==> config.mk <==
export PLATFORM = sky130hd
export DESIGN_NAME = rr_arbiter8_flat
export DESIGN_NICKNAME = d
export VERILOG_FILES = /design/src/rtl/rr_arbiter8_if.sv /design/src/rtl/rr_arbiter8.sv /design/src/flat_wrapper.sv
export SDC_FILE = /design/constraint.sdc
export NUM_CORES = 1
export LEC_CHECK = 0
export BUFFER_PORTS_ARGS = -buffer_cell sky130_fd_sc_hd__buf_2
export CAP_MARGIN = 20
export CORE_UTILIZATION = 40
export DETAILED_ROUTE_END_ITERATION = 6
export GPL_TIMING_DRIVEN = 0
export MAX_ROUTING_LAYER = met4
export PLACE_DENSITY = 0.63
export SLEW_MARGIN = 20
export SYNTH_ARGS = -nofsm -noshare
export SYNTH_HDL_FRONTEND = slang
export SYNTH_SLANG_ARGS = --single-unit
==> constraint.sdc <==
create_clock -name clk -period 7.6 [get_ports clk]
set_input_delay 0.38 -clock clk [delete_from_list [all_inputs] [get_ports clk]]
set_output_delay 0.38 -clock clk [all_outputs]
set_load 0.02 [all_outputs]
==> src/rtl/rr_arbiter8_if.sv <==
// Request/grant bundle between the requester bank (master) and rr_arbiter8 (slave).
interface rr_arbiter8_if;
  logic [7:0] req;
  logic       done;
  logic [7:0] gnt;
  logic [2:0] gnt_idx;
  logic       gnt_vld;
  logic       tmo;

  modport master (output req, done, input gnt, gnt_idx, gnt_vld, tmo);
  modport slave  (input req, done, output gnt, gnt_idx, gnt_vld, tmo);
endinterface

==> src/rtl/rr_arbiter8.sv <==
// Eight-way round-robin arbiter with registered one-hot and indexed grant.
// Optional forced release after HOLD_MAX cycles is compiled in by RR_ARB_TIMEOUT_EN.
module rr_arbiter8 #(
  parameter int unsigned HOLD_MAX = 15
) (
  input  logic             clk,
  input  logic             rst_n,
  rr_arbiter8_if.slave     bus,
  output logic [0:0]       dbg_state,
  output logic [2:0]       dbg_ptr,
  output logic [7:0]       dbg_cnt
);

  // Handshake: a grant starts one cycle after a nonzero req is seen in IDLE and
  // lasts until done, the owner dropping its req bit, or (optionally) timeout;
  // every grant is followed by exactly one IDLE cycle.

  localparam logic [0:0] IDLE  = 1'b0;
  localparam logic [0:0] GRANT = 1'b1;

  // Elaboration fails on an out-of-range hold limit by instantiating a missing module.
  if (HOLD_MAX < 1 || HOLD_MAX > 255) begin : g_hold_max_range
    rr_arbiter8_illegal_hold_max u_illegal ();
  end

  logic [0:0] state;
  logic [2:0] ptr;
  logic [7:0] cnt;
  logic [7:0] gnt_q;
  logic [2:0] gnt_idx_q;
  logic       gnt_vld_q;
  logic       tmo_q;

  logic       win_found;
  logic [2:0] win_idx;
  logic [2:0] cand;
  logic       hold_hit;
  logic       normal_rel;
  logic       release_now;

  always_comb begin
    win_found = 1'b0;
    win_idx   = 3'd0;
    cand      = 3'd0;
    for (int i = 0; i < 8; i++) begin
      cand = ptr + 3'(i);
      if (!win_found && bus.req[cand]) begin
        win_found = 1'b1;
        win_idx   = cand;
      end
    end
  end

`ifdef RR_ARB_TIMEOUT_EN
  assign hold_hit = (cnt == 8'(HOLD_MAX));
`else
  assign hold_hit = 1'b0;
`endif

  // Dropping req is a voluntary release, so it suppresses tmo just like done.
  assign normal_rel  = bus.done || !bus.req[gnt_idx_q];
  assign release_now = normal_rel || hold_hit;

  always_ff @(posedge clk or negedge rst_n) begin
    if (!rst_n) begin
      state     <= IDLE;
      ptr       <= 3'd0;
      cnt       <= 8'd0;
      gnt_q     <= 8'h00;
      gnt_idx_q <= 3'd0;
      gnt_vld_q <= 1'b0;
      tmo_q     <= 1'b0;
    end else begin
      case (state)
        IDLE: begin
          tmo_q <= 1'b0;
          if (win_found) begin
            state     <= GRANT;
            gnt_q     <= 8'h01 << win_idx;
            gnt_idx_q <= win_idx;
            gnt_vld_q <= 1'b1;
            cnt       <= 8'd1;
          end
        end
        GRANT: begin
          if (release_now) begin
            state     <= IDLE;
            ptr       <= gnt_idx_q + 3'd1;
            gnt_q     <= 8'h00;
            gnt_idx_q <= 3'd0;
            gnt_vld_q <= 1'b0;
            cnt       <= 8'd0;
            tmo_q     <= hold_hit && !normal_rel;
          end else begin
            tmo_q <= 1'b0;
            if (cnt != 8'hFF) cnt <= cnt + 8'd1;
          end
        end
        default: begin
          state     <= IDLE;
          gnt_q     <= 8'h00;
          gnt_idx_q <= 3'd0;
          gnt_vld_q <= 1'b0;
          tmo_q     <= 1'b0;
        end
      endcase
    end
  end

  assign bus.gnt     = gnt_q;
  assign bus.gnt_idx = gnt_idx_q;
  assign bus.gnt_vld = gnt_vld_q;
  assign bus.tmo     = tmo_q;
  assign dbg_state   = state;
  assign dbg_ptr     = ptr;
  assign dbg_cnt     = cnt;

endmodule

==> src/flat_wrapper.sv <==
// flat-port wrapper written by rule: the top's interface ports become plain ports
module rr_arbiter8_flat 
#(
  parameter int unsigned HOLD_MAX = 15
)
  (clk, rst_n, dbg_state, dbg_ptr, dbg_cnt, bus_req, bus_done, bus_gnt, bus_gnt_idx, bus_gnt_vld, bus_tmo);
  rr_arbiter8_if bus_i ();
  input  logic clk;
  input  logic rst_n;
  output logic [0:0] dbg_state;
  output logic [2:0] dbg_ptr;
  output logic [7:0] dbg_cnt;
  input wire logic [$bits(bus_i.req)-1:0] bus_req;
  input wire logic [$bits(bus_i.done)-1:0] bus_done;
  output wire logic [$bits(bus_i.gnt)-1:0] bus_gnt;
  output wire logic [$bits(bus_i.gnt_idx)-1:0] bus_gnt_idx;
  output wire logic [$bits(bus_i.gnt_vld)-1:0] bus_gnt_vld;
  output wire logic [$bits(bus_i.tmo)-1:0] bus_tmo;
  assign bus_i.req = bus_req;
  assign bus_i.done = bus_done;
  assign bus_gnt = bus_i.gnt;
  assign bus_gnt_idx = bus_i.gnt_idx;
  assign bus_gnt_vld = bus_i.gnt_vld;
  assign bus_tmo = bus_i.tmo;
  rr_arbiter8 #(.HOLD_MAX(HOLD_MAX)) u_core (.clk(clk), .rst_n(rst_n), .bus(bus_i), .dbg_state(dbg_state), .dbg_ptr(dbg_ptr), .dbg_cnt(dbg_cnt));
endmodule
==> results of run 1 <==
final timing paths:
check	start	to	slack [ps]	depth (start not counted)
worst max-delay path	u_core.dbg_ptr[1]$_DFFE_PN0P_	u_core.bus.gnt[4]$_DFFE_PN0P_	3660	12
worst min-delay path	rst_n	u_core.dbg_cnt[5]$_DFFE_PN0P_	70	1
worst max register to register	u_core.dbg_ptr[1]$_DFFE_PN0P_	u_core.bus.gnt[4]$_DFFE_PN0P_	3660	12
worst min register to register	u_core.bus.gnt_vld$_DFFE_PN0P_	u_core.bus.gnt_vld$_DFFE_PN0P_	480	1
max in group asynchronous	rst_n	u_core.dbg_ptr[0]$_DFFE_PN0P_	7150	1
min in group clk	bus_done	u_core.dbg_cnt[0]$_DFFE_PN0P_	390	4
cell usage after synthesis (4+ instances only):
master / number
nor2_1: 27
dfrtp_1: 24
nand2_1: 24
mux2i_1: 22
mux4_2: 13
xor2_1: 7
mux2_2: 6
a21oi_1: 5
a32o_1: 5
nand3_1: 5
ha_1: 4
inv_1: 4
nor2b_1: 4
o21ai_0: 4
o31ai_1: 4
per-layer routing:
layer,track usage,vias up,part of all wire
li1,-,925,-
met4,0.0396,0,0.0064
met3,0.0167,4,0.051
met5,-,-,0
met2,0.325,51,0.47
met1,0.284,981,0.48
kinds of logic after synthesis:
group / share of synthesized area
flops: 0.267
buf+inv: 0.0467
other cells: 0.00167
compound gates: 0.177
fa+ha+maj: 0.0223
mux: 0.272
xor+xnor: 0.0423
simple gates: 0.171
state kept, by name, indices dropped and copies added (netlist names):
signal,flops
u_core.dbg_cnt,8
u_core.bus.gnt_idx,3
u_core.bus.gnt,8
u_core.bus.gnt_vld,1
u_core.dbg_state,1
u_core.dbg_ptr,3
final cells by class:
| class | instances | area, um^2 |
|---|---|---|
| timing repair buffer | 34 | 170 |
| clock inverter | 1 | 30.0 |
| clock buffer | 3 | 41.3 |
| inverter | 6 | 22.5 |
| sequential | 24 | 601 |
| fill | 519 | 2690 |
| tap | 70 | 87.6 |
| buffer | 11 | 82.6 |
| multi-input combinational | 184 | 1540 |
power breakdown:
group / switching, mW / internal [mW] / total, mW
combinational: 0.638 / 0.475 / 1.11
clock: 0.0441 / 0.0705 / 0.115
sequential: 0.0329 / 0.165 / 0.198
worst reg2reg max path, delay by kind of cell, from the launching register on:
family          cells  cell delay (ps)
mux                 2              890
buf+inv             4              900
flops               1              400
simple gates        3              880
fa+ha+maj           1              400
compound gates      2              400
==> results.py, run 1 <==
metrics = {
    "status": {
        "status": "finished, final reports clean",
    },
    "timing": {
        "period_share": 0.518,
        "clock.fmax_mhz": 254,
        "slew_viol_final": 0,
        "rsz0062_at_grt": "no",
        "setup_ws_ps": 3660,
        "worst_slew_pin_slew_ps": 619,
        "final-setup-viol-count": 0,
        "whs_ps": 71.7,
        "relSlewSlack": 0.584,
        "period_minus_slack_ps": 3940,
        "setup-tns-final_ps": 0,
        "clock_skew_ps": 13.5,
        "final-hold-violation-count": 0,
    },
    "place": {
        "pre_cts_slack_ps": 3660,
        "hpwl_um": 4170,
        "place_area_um2": 2510,
        "place_inst": 329,
        "gp_routability_congestion": 0.896,
        "io_buffers": 34,
    },
    "die": {
        "coreArea_um2": 5270,
        "rows": 26,
        "die_x_um": 77.0,
        "die_y_um": 77.0,
        "num_io_pins": 36,
        "initial_core_util": 0.427,
        "die_area_um2": 5930,
    },
    "yosys": {
        "yosysTopAreaCellShare": 0.267,
        "synth-seq-cells": 24,
        "async_reset_ff_frac": 1.00,
        "postSynthNetCount": 240,
        "netlist_instances": 225,
        "yosysSeqAreaShare": 0.267,
        "synth-edff-count": 0,
        "synth.yosys.warnings": 0,
        "synth_area_leaders": "dfrtp_1, mux4_2, mux2i_1",
        "syn_area_um2": 2250,
        "ys_types": 58,
        "synth_ff_type": "dfrtp_1",
        "yosys.area.top_type": "dfrtp_1",
        "synth.avg_cell_area_um2": 9.99,
    },
    "setup_path": {
        "path_cells": "buf_2, clkinv_1, ha_1, buf_6, buf_6, mux4_2, mux2_4, nor4_4, a221oi_2, nand3b_1, and2_4, a32o_1",
        "path_class": "flop to flop",
        "slowest_stage": "mux4_2",
        "crit_top_cell": "buf_6",
        "worst-endpoint-required_ps": 7770,
        "path_max_fanout": 10,
        "crit_arrival_ps": 4110,
        "cp_num_buf_inv": 4,
        "crit_path_start_kind": "flop",
        "crit_path_end_kind": "flop",
        "cp_top_family": "buffers and inverters",
        "critPathMaxStageDelay_ps": 560,
    },
    "finish": {
        "final_common_cell": "buf_2",
        "final_core_util": 0.489,
        "drive_gt1_frac": 0.304,
        "fin_cells": 333,
        "stdcell_area_um2": 2580,
        "final_cell_mix": "buf_2, nor2_1, nand2_1, dfrtp_1, mux2i_1",
        "area_growth_syn_to_layout_pct": 14.6,
        "nets": 279,
        "diodes": 0,
    },
    "power": {
        "ir_worst_vdd_mv": 0.267,
        "totalPowerFinal_mw": 1.43,
        "p_leak_nw": 1.17,
        "power_density_nw_per_um2": 553,
    },
    "global_routing": {
        "grt_antenna_before_repair": 0,
        "grt_pass1_vias": 1859,
        "track_usage": 0.203,
        "grt_max_degree": 25,
        "grt_pass1_wl_um": 9360,
        "grt.overflow.total": 0,
    },
    "routing": {
        "drt_iter0_drc": 170,
        "drtPass1Iterations": 4,
        "postRouteWirelength_um": 5620,
        "drc": 0,
        "ant_nets": 0,
        "viasPerCell": 5.89,
        "wl_per_cell_um": 16.9,
        "vias": 1961,
    },
    "clocking": {
        "worstSkewPairLatency_ps": 270,
        "cts_hold_buf": 0,
        "cts_tree": "yes",
        "cts_inserted_buffers": 3,
        "root_buffer": "clkbuf_8",
        "cts.sink_count": 24,
        "postCtsSetupRepairBufs": 0,
        "cts.reportedPaths.clkPinSlew_ps": 100,
        "cts_buffer_depth": 2,
        "cts-htree-levels": 1,
        "cts_resized": 0,
    },
    "job": {
        "cap_violations": 0,
    },
    "worst_hold_path": {
        "hp-class": "primary input to asynchronous set/reset pin",
    },
}
Power figures use the tool's default switching activity.
==> run 2, diff against run 1 <==
Clock period 7.6 ns to 3.9 ns, I/O delays scaled along.
==> run 2 against run 1 <==
Net effect:
- core utilization is 0.83 points higher
- non-clock buffer count rose by 3
- critical endpoint is now u_core.bus.gnt[1]$_DFFE_PN0P_
- final cell count up 0.90%
- sequential share of layout area down 0.39 points
- design area increased by 1.7%
- worst setup slack lost 3400 ps
- flip-flop and latch count unchanged
- via count rose by 1.1%
- first-iteration DRC count decreased by 2.9%
- critical path type unchanged
- hold slack improved by 130 ps
==> results.py, run 2 (same netlist as run 1, synthesis figures left out) <==
metrics = {
    "status": {
        "status": "finished, final reports clean",
    },
    "place": {
        "io_buffers": 34,
        "gp_routability_congestion": 0.896,
        "hpwl_um": 4170,
    },
    "die": {
        "die_x_um": 77.0,
        "coreArea_um2": 5270,
        "die_area_um2": 5930,
        "die_y_um": 77.0,
        "initial_core_util": 0.427,
        "num_io_pins": 36,
        "rows": 26,
    },
    "clocking": {
        "cts.sink_count": 24,
        "root_buffer": "clkbuf_8",
        "worstSkewPairLatency_ps": 280,
        "cts-htree-levels": 1,
        "cts_buffer_depth": 2,
        "cts_inserted_buffers": 3,
        "cts_tree": "yes",
        "cts.reportedPaths.clkPinSlew_ps": 100,
    },
    "timing": {
        "final-setup-viol-count": 0,
        "period_minus_slack_ps": 3680,
        "relSlewSlack": 0.583,
        "whs_ps": 205,
        "final-hold-violation-count": 0,
        "slew_viol_final": 0,
        "clock.fmax_mhz": 272,
        "setup-tns-final_ps": 0,
        "worst_slew_pin_slew_ps": 621,
        "period_share": 0.943,
        "rsz0062_at_grt": "no",
        "clock_skew_ps": 13.1,
    },
    "setup_path": {
        "path_cells": "clkbuf_4, clkinv_2, ha_1, buf_6, buf_6, mux2_4, mux2_2, o221a_4, nor3_2, nand2_1, o22a_1, a311oi_1, a32o_1",
        "cp_num_buf_inv": 4,
        "critPathMaxStageDelay_ps": 410,
        "crit_path_end_kind": "flop",
        "path_class": "flop to flop",
        "crit_path_start_kind": "flop",
        "rrSetupSlack_ps": 220,
        "cp_top_family": "compound AO/OA/AOI/OAI gates",
        "path_max_fanout": 10,
        "crit_arrival_ps": 3900,
        "slowest_stage": "dfrtp_1",
        "crit_top_cell": "buf_6",
        "worst-endpoint-required_ps": 4120,
    },
    "routing": {
        "ant_nets": 0,
        "vias": 1982,
        "drc": 0,
        "drtPass1Iterations": 4,
        "postRouteWirelength_um": 5630,
        "drt_iter0_drc": 165,
        "viasPerCell": 5.90,
        "wl_per_cell_um": 16.7,
    },
    "finish": {
        "nets": 282,
        "final_cell_mix": "buf_2, nor2_1, nand2_1, dfrtp_1, mux2i_1",
        "multi_input_area_um2": 1560,
        "nFillCells": 519,
        "area_growth_syn_to_layout_pct": 16.6,
        "seq_area_um2": 601,
        "drive_gt1_frac": 0.316,
        "final_common_cell": "buf_2",
        "diodes": 0,
    },
    "job": {
        "cap_violations": 0,
    },
    "global_routing": {
        "grt_max_degree": 25,
        "grt.overflow.total": 0,
        "grt_pass1_wl_um": 9360,
        "grt_antenna_before_repair": 0,
        "track_usage": 0.203,
        "grt_pass1_vias": 1866,
    },
    "worst_hold_path": {
        "hp-class": "primary input to flop",
    },
}
-- run 2: path summary, 6_finish.rpt --
| path | start | to | depth (start not counted) |
|---|---|---|---|
| worst max-delay path | u_core.dbg_ptr[1]$_DFFE_PN0P_ | u_core.bus.gnt[1]$_DFFE_PN0P_ | 13 |
| worst min-delay path | bus_done | u_core.dbg_cnt[0]$_DFFE_PN0P_ | 4 |
| worst max register to register | u_core.dbg_ptr[1]$_DFFE_PN0P_ | u_core.bus.gnt[1]$_DFFE_PN0P_ | 13 |
| worst min register to register | u_core.bus.gnt_vld$_DFFE_PN0P_ | u_core.bus.gnt_vld$_DFFE_PN0P_ | 1 |
| max in group asynchronous | rst_n | u_core.dbg_ptr[2]$_DFFE_PN0P_ | 2 |
| min in group asynchronous | rst_n | u_core.dbg_cnt[5]$_DFFE_PN0P_ | 2 |
-- run 2: layout make-up --
| class | instances | area share |
|---|---|---|
| buffer | 11 | 0.0325 |
| clock buffer | 3 | 0.0158 |
| clock inverter | 1 | 0.0115 |
| inverter | 6 | 0.00907 |
| multi-input combinational | 184 | 0.594 |
| sequential | 24 | 0.229 |
| tap | 70 | 0.0334 |
| timing repair buffer | 37 | 0.0745 |
-- run 2: per-stage QoR --
stage          utilization  setup slack [ps]  cell area, um^2  std cells
6_report             0.497               222             2620        336
5_1_grt              0.497              28.9             2620        336
4_1_cts              0.491               110             2590        334
3_5_place_dp         0.476             -40.5             2510        329
3_3_place_gp         0.476             -30.3             2510        329
2_1_floorplan            -               284             2250        225
-- run 2: metal layers --
layer / track usage / routed length, um
met1: 0.283 / 2650
met2: 0.327 / 2640
met3: 0.0167 / 286
met4: 0.0396 / 46
met5: - / 0
-- run 2: worst reg2reg max path, stage by stage, from the launching register on --
cell and delay, ps:
dfrtp_1 410, clkbuf_4 260, clkinv_2 180, ha_1 330, buf_6 120, buf_6 160
mux2_4 320, mux2_2 300, o221a_4 280, nor3_2 300, nand2_1 130, o22a_1 230
a311oi_1 390, a32o_1 220
-- run 2: timing repair --
item	4_1_cts	5_1_grt
pin swaps	0	1
hold buffers	1	0
endpoints found under the hold margin	24	0
setup endpoints to repair	16	17
resized for setup	1	3
buffers inserted	0	2
Power of run 2 is left out: the tool's default activity adds up to more than one toggle a clock period on the data nets, which glitch-free logic cannot reach.
